--- config.mk ---
export PLATFORM = sky130hd
export DESIGN_NAME = cmd_queue
export DESIGN_NICKNAME = d
export VERILOG_FILES = /design/src/rtl/cmd_queue_pkg.sv /design/src/rtl/cmd_fifo_mem.sv /design/src/rtl/cmd_queue.sv
export SDC_FILE = /design/constraint.sdc
export NUM_CORES = 1
export LEC_CHECK = 0
export CAP_MARGIN = 20
export CORE_MARGIN = 1
export CORE_UTILIZATION = 55
export CTS_CLUSTER_DIAMETER = 60
export DETAILED_ROUTE_END_ITERATION = 7
export GPL_TIMING_DRIVEN = 0
export PLACE_DENSITY = 0.73
export SLEW_MARGIN = 10
export SYNTH_ARGS = -nofsm -noshare
export SYNTH_HDL_FRONTEND = slang
export SYNTH_HIERARCHICAL = 1
export SYNTH_SLANG_ARGS = --single-unit
--- constraint.sdc ---
create_clock -name i_clk -period 3.5 [get_ports i_clk]
set_clock_uncertainty 0.2 [all_clocks]
set_input_delay 0.875 -clock i_clk [delete_from_list [all_inputs] [get_ports i_clk]]
set_output_delay 0.875 -clock i_clk [all_outputs]
set_load 0.03 [all_outputs]
--- src/rtl/cmd_queue_pkg.sv ---
// Shared command-path types and sizing for the processor complex.
// Defines the command word carried between host loader, command queue and issuer.
package cmd_queue_pkg;

    localparam int PROC_COUNT      = 4;
    localparam int BUS_W           = 16;
    localparam int CMD_QUEUE_DEPTH = 16;
    localparam int CMD_QUEUE_AFULL = CMD_QUEUE_DEPTH - 4;
    localparam int PROC_ID_W       = (PROC_COUNT > 1) ? $clog2(PROC_COUNT) : 1;

    typedef enum logic [2:0] {
        CMD_NOP   = 3'd0,
        CMD_LOAD  = 3'd1,
        CMD_STORE = 3'd2,
        CMD_EXEC  = 3'd3,
        CMD_SYNC  = 3'd4,
        CMD_HALT  = 3'd5
    } cmd_op_e;

    typedef struct packed {
        cmd_op_e              op;
        logic [PROC_ID_W-1:0] proc;
        logic [BUS_W-1:0]     arg;
    } cmd_t;

    localparam int CMD_W = $bits(cmd_t);

    // Occupancy counter width able to represent 0..depth inclusive.
    function automatic int cnt_width(input int depth);
        return $clog2(depth + 1);
    endfunction

endpackage

--- src/rtl/cmd_fifo_mem.sv ---
// Command storage: DEPTH x CMD_W register array with two write ports and one
// combinational read port. Contents are deliberately not reset.
module cmd_fifo_mem
    import cmd_queue_pkg::*;
#(
    parameter int DEPTH = CMD_QUEUE_DEPTH,
    parameter int W     = CMD_W,
    localparam int AW   = $clog2(DEPTH)
) (
    input  logic          i_clk,
    input  logic          i_we0,
    input  logic [AW-1:0] i_waddr0,
    input  logic [W-1:0]  i_wdata0,
    input  logic          i_we1,
    input  logic [AW-1:0] i_waddr1,
    input  logic [W-1:0]  i_wdata1,
    input  logic [AW-1:0] i_raddr,
    output logic [W-1:0]  o_rdata
);

    logic [W-1:0] mem_q [DEPTH];

    // The controller never issues both ports to the same address in one cycle.
    always_ff @(posedge i_clk) begin
        if (i_we0) begin
            mem_q[i_waddr0] <= i_wdata0;
        end
        if (i_we1) begin
            mem_q[i_waddr1] <= i_wdata1;
        end
    end

    assign o_rdata = mem_q[i_raddr];

endmodule

--- src/rtl/cmd_queue.sv ---
// First-word-fall-through command queue feeding the issuer. Accepts host and
// requeue pushes; the last slot is held back so a requeue is never refused.
module cmd_queue
    import cmd_queue_pkg::*;
#(
    parameter int DEPTH     = CMD_QUEUE_DEPTH,
    parameter int AFULL_LVL = DEPTH - 4,
    parameter int CMD_W     = $bits(cmd_t),
    localparam int PTR_W    = $clog2(DEPTH),
    localparam int CNT_W    = $clog2(DEPTH + 1)
) (
    input  logic             i_clk,
    input  logic             i_rstn,
    input  logic             i_host_push,
    input  logic [CMD_W-1:0] i_host_cmd,
    output logic             o_host_rdy,
    input  logic             i_rq_push,
    input  logic [CMD_W-1:0] i_rq_cmd,
    input  logic             i_rd,
    output logic [CMD_W-1:0] o_cmd,
    output logic             o_empty,
    output logic             o_afull,
    output logic [CNT_W-1:0] o_count,
    input  logic             i_clr_err,
    output logic             o_overflow,
    output logic             o_underflow
);

    localparam logic [CNT_W-1:0] FULL_CNT  = CNT_W'(DEPTH);
    localparam logic [CNT_W-1:0] HOST_LIM  = CNT_W'(DEPTH - 1);
    localparam logic [CNT_W-1:0] AFULL_CNT = CNT_W'(AFULL_LVL);

    logic [PTR_W-1:0] rd_ptr_q, rd_ptr_d;
    logic [PTR_W-1:0] wr_ptr_q, wr_ptr_d;
    logic [CNT_W-1:0] count_q, count_d;
    logic             ovf_q, ovf_d;
    logic             unf_q, unf_d;

    logic             pop_ok;
    logic             rq_ok;
    logic             host_ok;
    logic             host_rdy;
    logic [PTR_W-1:0] host_waddr;
    logic [CMD_W-1:0] head_raw;

    // All acceptance decisions look at the registered count, before this cycle's pop.
    assign host_rdy = (count_q < HOST_LIM);
    assign pop_ok   = i_rd && (count_q != '0);
    assign rq_ok    = i_rq_push && ((count_q < FULL_CNT) || pop_ok);
    assign host_ok  = i_host_push && host_rdy;

    // Requeue takes the tail slot first; a same-cycle host entry lands behind it.
    assign host_waddr = rq_ok ? (wr_ptr_q + PTR_W'(1)) : wr_ptr_q;

    always_comb begin
        rd_ptr_d = rd_ptr_q + PTR_W'(pop_ok);
        wr_ptr_d = wr_ptr_q + PTR_W'(rq_ok) + PTR_W'(host_ok);
        count_d  = count_q + CNT_W'(rq_ok) + CNT_W'(host_ok) - CNT_W'(pop_ok);

        ovf_d = ovf_q;
        unf_d = unf_q;
        if ((i_host_push && !host_rdy) || (i_rq_push && !rq_ok)) begin
            ovf_d = 1'b1;
        end
        if (i_rd && (count_q == '0)) begin
            unf_d = 1'b1;
        end
        if (i_clr_err) begin
            ovf_d = 1'b0;
            unf_d = 1'b0;
        end
    end

    always_ff @(posedge i_clk or negedge i_rstn) begin
        if (!i_rstn) begin
            rd_ptr_q <= '0;
            wr_ptr_q <= '0;
            count_q  <= '0;
            ovf_q    <= 1'b0;
            unf_q    <= 1'b0;
        end else begin
            rd_ptr_q <= rd_ptr_d;
            wr_ptr_q <= wr_ptr_d;
            count_q  <= count_d;
            ovf_q    <= ovf_d;
            unf_q    <= unf_d;
        end
    end

    cmd_fifo_mem #(
        .DEPTH (DEPTH),
        .W     (CMD_W)
    ) u_mem (
        .i_clk    (i_clk),
        .i_we0    (rq_ok),
        .i_waddr0 (wr_ptr_q),
        .i_wdata0 (i_rq_cmd),
        .i_we1    (host_ok),
        .i_waddr1 (host_waddr),
        .i_wdata1 (i_host_cmd),
        .i_raddr  (rd_ptr_q),
        .o_rdata  (head_raw)
    );

    // Storage is never reset, so the head is masked while empty to keep o_cmd defined.
    assign o_cmd       = (count_q == '0) ? '0 : head_raw;
    assign o_empty     = (count_q == '0);
    assign o_host_rdy  = host_rdy;
    assign o_afull     = (count_q >= AFULL_CNT);
    assign o_count     = count_q;
    assign o_overflow  = ovf_q;
    assign o_underflow = unf_q;

endmodule
Word level (Yosys, flattened, before mapping)
Memory sizes are Yosys's and may differ from the RTL's.
Index checks and enable logic that the tools add are counted.
{"block": "classes", "n_div": 0, "bitwise_logic": 0, "addsub": 7, "n_reduce_logical": 14, "n_mux": 10, "shifts": 0, "n_eq_ne": 0, "n_lt_le_gt_ge": 3, "multipliers": 0}
{"cell": "$mux W21", "count": 1}
{"cell": "$add A4 B1 Y4", "count": 3}
{"cell": "$add A5 B1 Y5", "count": 2}
{"cell": "$mux W1", "count": 8}
{"cell": "$logic_and A1 B1 Y1", "count": 6}
{"cell": "$ge A5 B4 Y1 const B", "count": 1}
{"cell": "$logic_not A5 Y1", "count": 1}
{"cell": "$lt A5 B4 Y1 const B", "count": 1}
{"cell": "$lt A5 B5 Y1 const B", "count": 1}
{"cell": "$reduce_bool A5 Y1", "count": 1}
{"cell": "$sub A5 B1 Y5", "count": 1}
{"cell": "$add A4 B1 Y4 const B", "count": 1}
{"cell": "$mux W4", "count": 1}
{"cell": "$reduce_bool A2 Y1", "count": 2}
{"cell": "$logic_not A1 Y1", "count": 2}
{"cell": "$logic_or A1 B1 Y1", "count": 2}
{"block": "word_totals", "ram_bits": 336, "rom_bits": 0, "latch_bits": 0, "in_bits": 48, "wordCells": 40, "regBits": 15, "memories": 1}
{"name": "u_mem.mem_q", "words": 16, "word_bits": 21, "read_ports": 1, "rd_ports_with_merged_regs": 0, "write_ports": 2, "line_no": "cmd_fifo_mem.sv:21", "rtl": "logic [W-1:0] mem_q [DEPTH];"}

Logic depth before layout (Yosys ltp)
Gate-level depths: netlist of the first run.
{"block": "depth", "depth_word": 9, "depth_mapped": 11}

Hierarchy
Netlist of the first run, hierarchy kept.
{"mod": "cmd_fifo_mem", "n_inst": 1, "area_each_um2": 17091.4, "seq_area_each_um2": 10089.7, "cells_per_inst": 973}
{"mod": "cmd_queue", "n_inst": 1, "area_each_um2": 1027.2, "seq_area_each_um2": 375.4, "cells_per_inst": 99}

Worst setup path before layout of the first run
Ideal clock, no wire load.
{"block": "synth_path", "path_type": "register to register", "start": "register count_q[4], in the netlist o_count[4]", "end": "memory u_mem/mem_q[8][0] (netlist name), enable pin", "arrival_ns": 3.433, "path_stages_with_launch": 11, "setup_slack_ns": -0.561, "cell_sequence": "dfrtp_1 > inv_1 > ha_1 > a31oi_1 > nand2_1 > inv_1 > nand3b_4 > or3_1 > buf_2 > buf_6 > o21ai_0"}
{"element": "start: declaration", "line_no": "cmd_queue.sv:35", "rtl": "logic [CNT_W-1:0] count_q, count_d;"}
{"element": "start signal: assignment", "line_no": "cmd_queue.sv:84", "rtl": "count_q <= count_d;"}
{"element": "end: declaration", "line_no": "cmd_fifo_mem.sv:21"}

Worst setup path in the final report of the first run
{"block": "layout_path", "start": "register rd_ptr_q[1]", "end": "output port o_cmd[11]"}
{"block": "layout_between", "elab_chain_len": 2}
{"element": "start: declaration", "line_no": "cmd_queue.sv:33", "rtl": "logic [PTR_W-1:0] rd_ptr_q, rd_ptr_d;"}
{"element": "start signal: assignment", "line_no": "cmd_queue.sv:82", "rtl": "rd_ptr_q <= rd_ptr_d;"}
{"element": "$mem_v2 Z16 W21"}
{"element": "named net head_raw[11]", "line_no": "cmd_queue.sv:44", "rtl": "logic [CMD_W-1:0] head_raw;"}
{"element": "$mux W21", "line_no": "cmd_queue.sv:106", "rtl": "assign o_cmd = (count_q == '0) ? '0 : head_raw;"}
{"element": "end: declaration", "line_no": "cmd_queue.sv:20", "rtl": "output logic [CMD_W-1:0] o_cmd,"}
The timed path passes the listed nets, and every way through them passes these cells.

==> metrics, run 1 <==
root buf cell=clkbuf_16; DIE AREA=0.03367 mm^2; Final Util=68.59%; GRT Overall Usage=31.23%; ys flop type=edfxtp_1; Placement Cell Area=0.02007 mm^2; Critical Path, Cell by Cell=buf_4, clkbuf_4, mux4_2, a22oi_2, nand2_1, nor2b_1, buf_4; diode count=0; VDD IR max=0.4479 mV; Final Instance Area=0.02226 mm^2; # DRC=0; Top delay family on crit path=buffers and inverters; Skew-Pair Late Insertion Delay=0.53 ns; final wirelength=52.47 mm; initial antenna violation count=1; gpl congestion=0.8245; synth top area cells=edfxtp_1, mux2_2, mux4_2; CTS H-tree lvls=2; Max Fclk=274.0 MHz; max-slew violations=0; DRT Pass-1 Iters=5; failing checks=negative setup slack; # IOs=79; vias per cell=6.519; synthesis warning total=6; Final TNS setup=-1.904 ns; unrepaired setup endpoints after global routing=true; final hold violations=0; critical path startpoint category=register; max-cap violation count=0; Internal=0.01172 W; GR Layer Usage met2=47.27%; XOR/XNOR share of the synthesized area=0.4834%; most used cell, CP=buf_4; fraction of synthesized area in multiplexers=32.17%; layout cells sized above 1=53.24%; starting density of the core=55.83%; status=finished with violations; register area share after synthesis=57.76%; CP max stage delay=0.42 ns; syn avg cell area=16.90 um^2; syn_nets=1135; Reg power frac=31.5%; drt wl/cell=30.72 um; final antenna-violating net count=0; CP bufs+invs=3; most frequent cells in the layout=edfxtp_1, mux2_2, mux4_2; port bufs=78; clock slew at reported path FFs=0.06 ns; Die Y=183.5 um; GRT Residual Overflow=0; post-route setup slack=-0.1499 ns; Area Growth Syn to Fin=22.85%; Logic pwr share=45.0%; Max transition margin=51.28%; die span in x=183.5 um; post-synthesis adder-cell area fraction=1.160%; GRT Max-Usage Layer=met2; largest net degree at the start of global routing=16; Hold/Removal Path Class=reg2reg; vias in the first global route=11200; leakage=7.692 nW; Crit. End Element=primary output; Clock Sink Count=351; Final min period=3.650 ns; Clock Path Buffers=3; Post-synth ARST share=4.274%; post-synthesis compound-gate area fraction=2.514%; hold_buf cts=0; Post-DP HPWL=32.45 mm; Critical Path AT=2.57 ns; global-route wire length before repair=74.89 mm; post-synthesis cell area=0.01812 mm^2; CP max-delay cell=dfrtp_1; met1 Usage GRT=45.13%; worst-path fanout max=10; FF+latch count, synth=351; Post-Syn Instances=1072; Synth Area in Simple Gates=3.011%; WS Path Type=reg2out; core area=0.03245 mm^2; power per cell area=817.3 mW/mm^2; Tightest Pin Transition=0.7285 ns; fin crit share=104.3%; largest family of logic cells by synthesized area=multiplexers; DR vias=11130; CTS buffer count=40; grt met3 use=6.498%; drt initial violations=1285; library cells used by synthesis=39; setup violators final=21; most common cell after layout, fill and taps aside=edfxtp_1; number of synthesized flops with an enable pin=336; switch share=35.58%; net switching power=0.006472 W; worst hold slack=0.3128 ns; row cnt=66; Clk pwr share=23.5%; Worst Path Required=2.42 ns; Nets=1300; CTS tree=done; Synth top area share=55.69%; largest area contributor in the netlist=edfxtp_1
timing repair:
action | in CTS | in global routing
buffers inserted | 7 | 17
gates resized for setup | 208 | 74
endpoints found under the setup margin | 262 | 189
gates cloned | 2 | 3
pin swaps | 3 | 17
power by group through the flow:
| stage | clock [W] | sequential [W] | combinational (W) |
|---|---|---|---|
| after global routing | 0.00447 | 0.00579 | 0.00852 |
| after CTS | 0.00429 | 0.00571 | 0.00741 |
| after detailed placement | 0 | 0.00577 | 0.00700 |
| after global placement | 0 | 0.00578 | 0.00651 |
| final | 0.00427 | 0.00573 | 0.00819 |
| after floorplan | 0 | 0.00576 | 0.00428 |
path summary, 6_finish.rpt:
| kind | start | to | cells past startpoint | slack, ns |
|---|---|---|---|---|
| setup / recovery | rd_ptr_q[1] | o_cmd[11] | 7 | -0.15 |
| hold / removal | o_underflow | o_underflow | 2 | 0.31 |
| setup reg to reg | o_count[4] | u_mem/mem_q[3][5] | 10 | 0.20 |
| hold reg to reg | o_underflow | o_underflow | 2 | 0.31 |
| max in group asynchronous | i_rstn | rd_ptr_q[0] | 1 | 2.02 |
| min in group asynchronous | i_rstn | rd_ptr_q[1] | 1 | 0.58 |
routing by layer:
metal | part of all wire, % | routed length (um)
met4 | 3.4 | 1785
met5 | 0.027 | 14
met2 | 46 | 24110
met1 | 40 | 21170
met3 | 10 | 5390
worst reg2reg max path: stages, from the launching register on:
cell	delay [ns]
dfrtp_1	0.52
inv_1	0.08
ha_1	0.21
a31oi_2	0.22
nand2_1	0.16
clkinvlp_4	0.22
nor3b_4	0.31
and2b_2	0.26
buf_6	0.24
o21bai_4	0.31
buf_12	0.26
state kept, by name, summed over array words and instances, names as in the netlist:
name         count
o_overflow       1
o_underflow      1
u_mem/mem_q    336
wr_ptr_q         4
rd_ptr_q         4
o_count          5
stage by stage:
step / worst slack (ns) / power [W] / std cells
floorplan: -0.1711 / 0.01004 / 1072
global placement: -1.770 / 0.01229 / 1592
detailed placement: -0.8505 / 0.01278 / 1609
CTS: -0.1599 / 0.01742 / 1689
global route: -0.2067 / 0.01878 / 1708
finish: -0.1499 / 0.01819 / 1708
synth_stat cells (2+ instances only):
cell and n:
a21oi_1 3, a22oi_1 42, a31oi_1 2, and2b_1 4, buf_1 3, buf_2 39, buf_4 2, buf_6 5
clkbuf_1 55, dfrtp_1 15, edfxtp_1 336, fa_1 3, ha_1 12, inv_1 11, mux2_1 3, mux2_2 296
mux2_4 38, mux4_2 84, nand2_1 26, nand2b_1 10, nand3_1 6, nand3b_1 2, nand3b_4 2, nor2_1 15
nor2b_1 22, o21ai_0 6, o22ai_1 9, or3_1 2, xnor2_1 6, xor2_1 4
logic make-up after synthesis:
group / after synthesis
AO/OA/AOI/OAI: 65
XOR/XNOR: 10
adder cells (fa/ha/maj): 15
buffers and inverters: 115
flip-flops: 351
multiplexers: 421
AND/OR/NAND/NOR: 95
cell type report:
| type | instances | area (um^2) |
|---|---|---|
| Inverter | 11 | 45.04 |
| Timing Repair Buffer | 123 | 1560 |
| Multi-Input combinational cell | 606 | 7616 |
| Fill cell | 2106 | 10190 |
| Tap cell | 442 | 553.0 |
| Clock inverter | 21 | 255.2 |
| Clock buffer | 50 | 1060 |
| Sequential cell | 351 | 10470 |
| Buffer | 104 | 703.2 |
(Power assumes the default switching activity.)
==> run 2: changes to the inputs <==
--- a/config.mk
+++ b/config.mk
@@ -5,10 +5,10 @@
 export SDC_FILE = /design/constraint.sdc
 export NUM_CORES = 1
 export LEC_CHECK = 0
-export CAP_MARGIN = 20
 export CORE_MARGIN = 1
 export CORE_UTILIZATION = 55
 export CTS_CLUSTER_DIAMETER = 60
+export CTS_CLUSTER_SIZE = 40
 export DETAILED_ROUTE_END_ITERATION = 7
 export GPL_TIMING_DRIVEN = 0
 export PLACE_DENSITY = 0.73
==> metrics, run 2 (same netlist as run 1, synthesis figures left out) <==
status=finished with violations (unchanged); failing checks=negative setup slack (unchanged); reg2reg path depth=11 (was 10); core area=0.03245 mm^2 (unchanged); Clk pwr share=20.2% (was 23.5%); drt initial violations=1371 (was 1285); Reg power frac=32.7% (was 31.5%); root buf cell=clkbuf_16 (unchanged); M1 WL=20.97 mm (was 21.17 mm); hold_buf cts=0 (unchanged); Internal=0.01093 W (was 0.01172 W); most common cell after layout, fill and taps aside=edfxtp_1 (unchanged); initial antenna violation count=1 (unchanged); power per cell area=797.1 mW/mm^2 (was 817.3 mW/mm^2); CTS tree=done (unchanged); DRT Pass-1 Iters=5 (unchanged); final cell count without fillers=1684 (was 1708); starting density of the core=55.83% (unchanged); CTS buffer count=28 (was 40); final antenna-violating net count=0 (unchanged); DR WL met3=5.389 mm (was 5.390 mm); Final min period=3.632 ns (was 3.650 ns); Area Growth Syn to Fin=20.94% (was 22.85%); Top Layer Used=met4 (was met5); # DRC=0 (unchanged); FF/Latch Area=0.01047 mm^2 (unchanged); DR vias=11010 (was 11130); WS Path Type=reg2out (unchanged); Worst Path Required=2.42 ns (about the same); vias in the first global route=11130 (was 11200); final hold violations=0 (unchanged); Nets=1283 (was 1300); Critical Path AT=2.56 ns (was 2.57 ns); Hold/Removal Path Class=reg2reg (unchanged); unrepaired setup endpoints after global routing=true (unchanged); Clock Sink Count=351 (unchanged); Max transition margin=45.53% (was 51.28%); Reg with most FFs=u_mem/mem_q (unchanged); Skew-Pair Late Insertion Delay=0.57 ns (was 0.53 ns); Die Y=183.5 um (unchanged); worst-path fanout max=10 (unchanged); Cells after DPL=1608 (was 1609); fin crit share=103.8% (was 104.3%); Crit. End Element=primary output (unchanged); Logic pwr share=47.0% (was 45.0%); GRT Overall Usage=31.21% (was 31.23%); drt wl/cell=30.76 um (was 30.72 um); # IOs=79 (unchanged); global-route wire length before repair=74.93 mm (was 74.89 mm); DIE AREA=0.03367 mm^2 (unchanged); post-route setup slack=-0.1322 ns (was -0.1499 ns); most frequent cells in the layout=edfxtp_1, mux2_2, mux4_2 (unchanged); vias per cell=6.539 (was 6.519); port bufs=78 (unchanged); max-cap violation count=0 (unchanged); diode count=0 (unchanged); critical path startpoint category=register (unchanged); Tightest Pin Transition=0.8139 ns (was 0.7285 ns); setup violators final=20 (was 21); max reg flops=336 (unchanged); gpl congestion=0.8245 (unchanged); Routed met2 length=24.07 mm (was 24.11 mm); Clock Path Buffers=3 (unchanged); # fillers=2168 (was 2106); largest net degree at the start of global routing=25 (was 16); area occupied by multi-input gates=0.007624 mm^2 (was 0.007616 mm^2); clock slew at reported path FFs=0.08 ns (was 0.06 ns); die span in x=183.5 um (unchanged); Max Fclk=275.3 MHz (was 274.0 MHz); Place WS=-0.8440 ns (was -0.8505 ns); switch share=37.40% (was 35.58%); WHS Path Cells=2 (unchanged); net switching power=0.006533 W (was 0.006472 W); row cnt=66 (unchanged); layout cells sized above 1=53.62% (was 53.24%); VDD IR max=0.6120 mV (was 0.4479 mV); final wirelength=51.81 mm (was 52.47 mm); leakage=7.533 nW (was 7.692 nW); Post-DP HPWL=32.23 mm (was 32.45 mm); GRT Residual Overflow=0 (unchanged); max-slew violations=0 (unchanged); CTS H-tree lvls=1 (was 2)
## run 2: worst max-delay path, cell delays in order (launching register included)
cell	delay (ns)
dfrtp_1	0.43
buf_4	0.25
clkbuf_4	0.33
mux4_2	0.37
a22oi_1	0.16
nand2_1	0.12
nor2b_1	0.15
buf_4	0.16
## run 2: final cells by class
cell class | instances | share of cell area, %
plain buffers | 104 | 3.249
clock buffers | 29 | 3.312
clock inverters | 23 | 1.410
inverters | 11 | 0.1884
multi-input cells | 606 | 34.79
flip-flops and latches | 351 | 47.76
well taps | 442 | 2.524
repair buffers | 118 | 6.766
## run 2: final timing paths
path                                       to   startpoint  slack [ns]
setup / recovery                    o_cmd[16]  rd_ptr_q[1]       -0.13
hold / removal                    o_underflow  o_underflow        0.30
setup reg to reg           u_mem/mem_q[4][15]   o_count[4]        0.20
hold reg to reg                   o_underflow  o_underflow        0.30
max in group asynchronous         rd_ptr_q[0]       i_rstn        2.08
min in group asynchronous          o_count[3]       i_rstn        0.52
## run 2: power by group through the flow
stage	Sequential (W)	Clock [W]	Combinational (W)
2_1_floorplan	0.00576	0	0.00428
3_3_place_gp	0.00578	0	0.00651
3_5_place_dp	0.00577	0	0.00699
4_1_cts	0.00570	0.00358	0.00774
5_1_grt	0.00577	0.00372	0.00855
6_report	0.00572	0.00354	0.00821
## run 2: per-layer routing
layer | up-vias | GRT usage, %
met2 | 636 | 48.52
met4 | 0 | 8.767
met5 | - | 0
met3 | 88 | 5.765
li1 | 4579 | -
met1 | 5708 | 45.23
## run 2: what timing repair did
item                                    in CTS  in global routing
resized for setup                          240                 45
endpoints found under the setup margin     144                189
pin swaps                                   12                 20
buffers inserted                             9                 12
cloned                                       5                  1
## run 2: metrics by stage
stage                     power (W)  cell area [um^2]  util [%]  setup TNS [ns]  hold slack (ns)
final                       0.01747             21910     67.52          -1.612           0.3025
after global routing        0.01805             21910     67.52          -3.022           0.3416
after CTS                   0.01702             21640     66.68          -2.572           0.3081
after detailed placement    0.01276             20060     61.80         -282.07           0.2896
after global placement      0.01229             19520     60.16         -467.79           0.2850
after floorplan             0.01004             18190         -          -10.59           0.2930
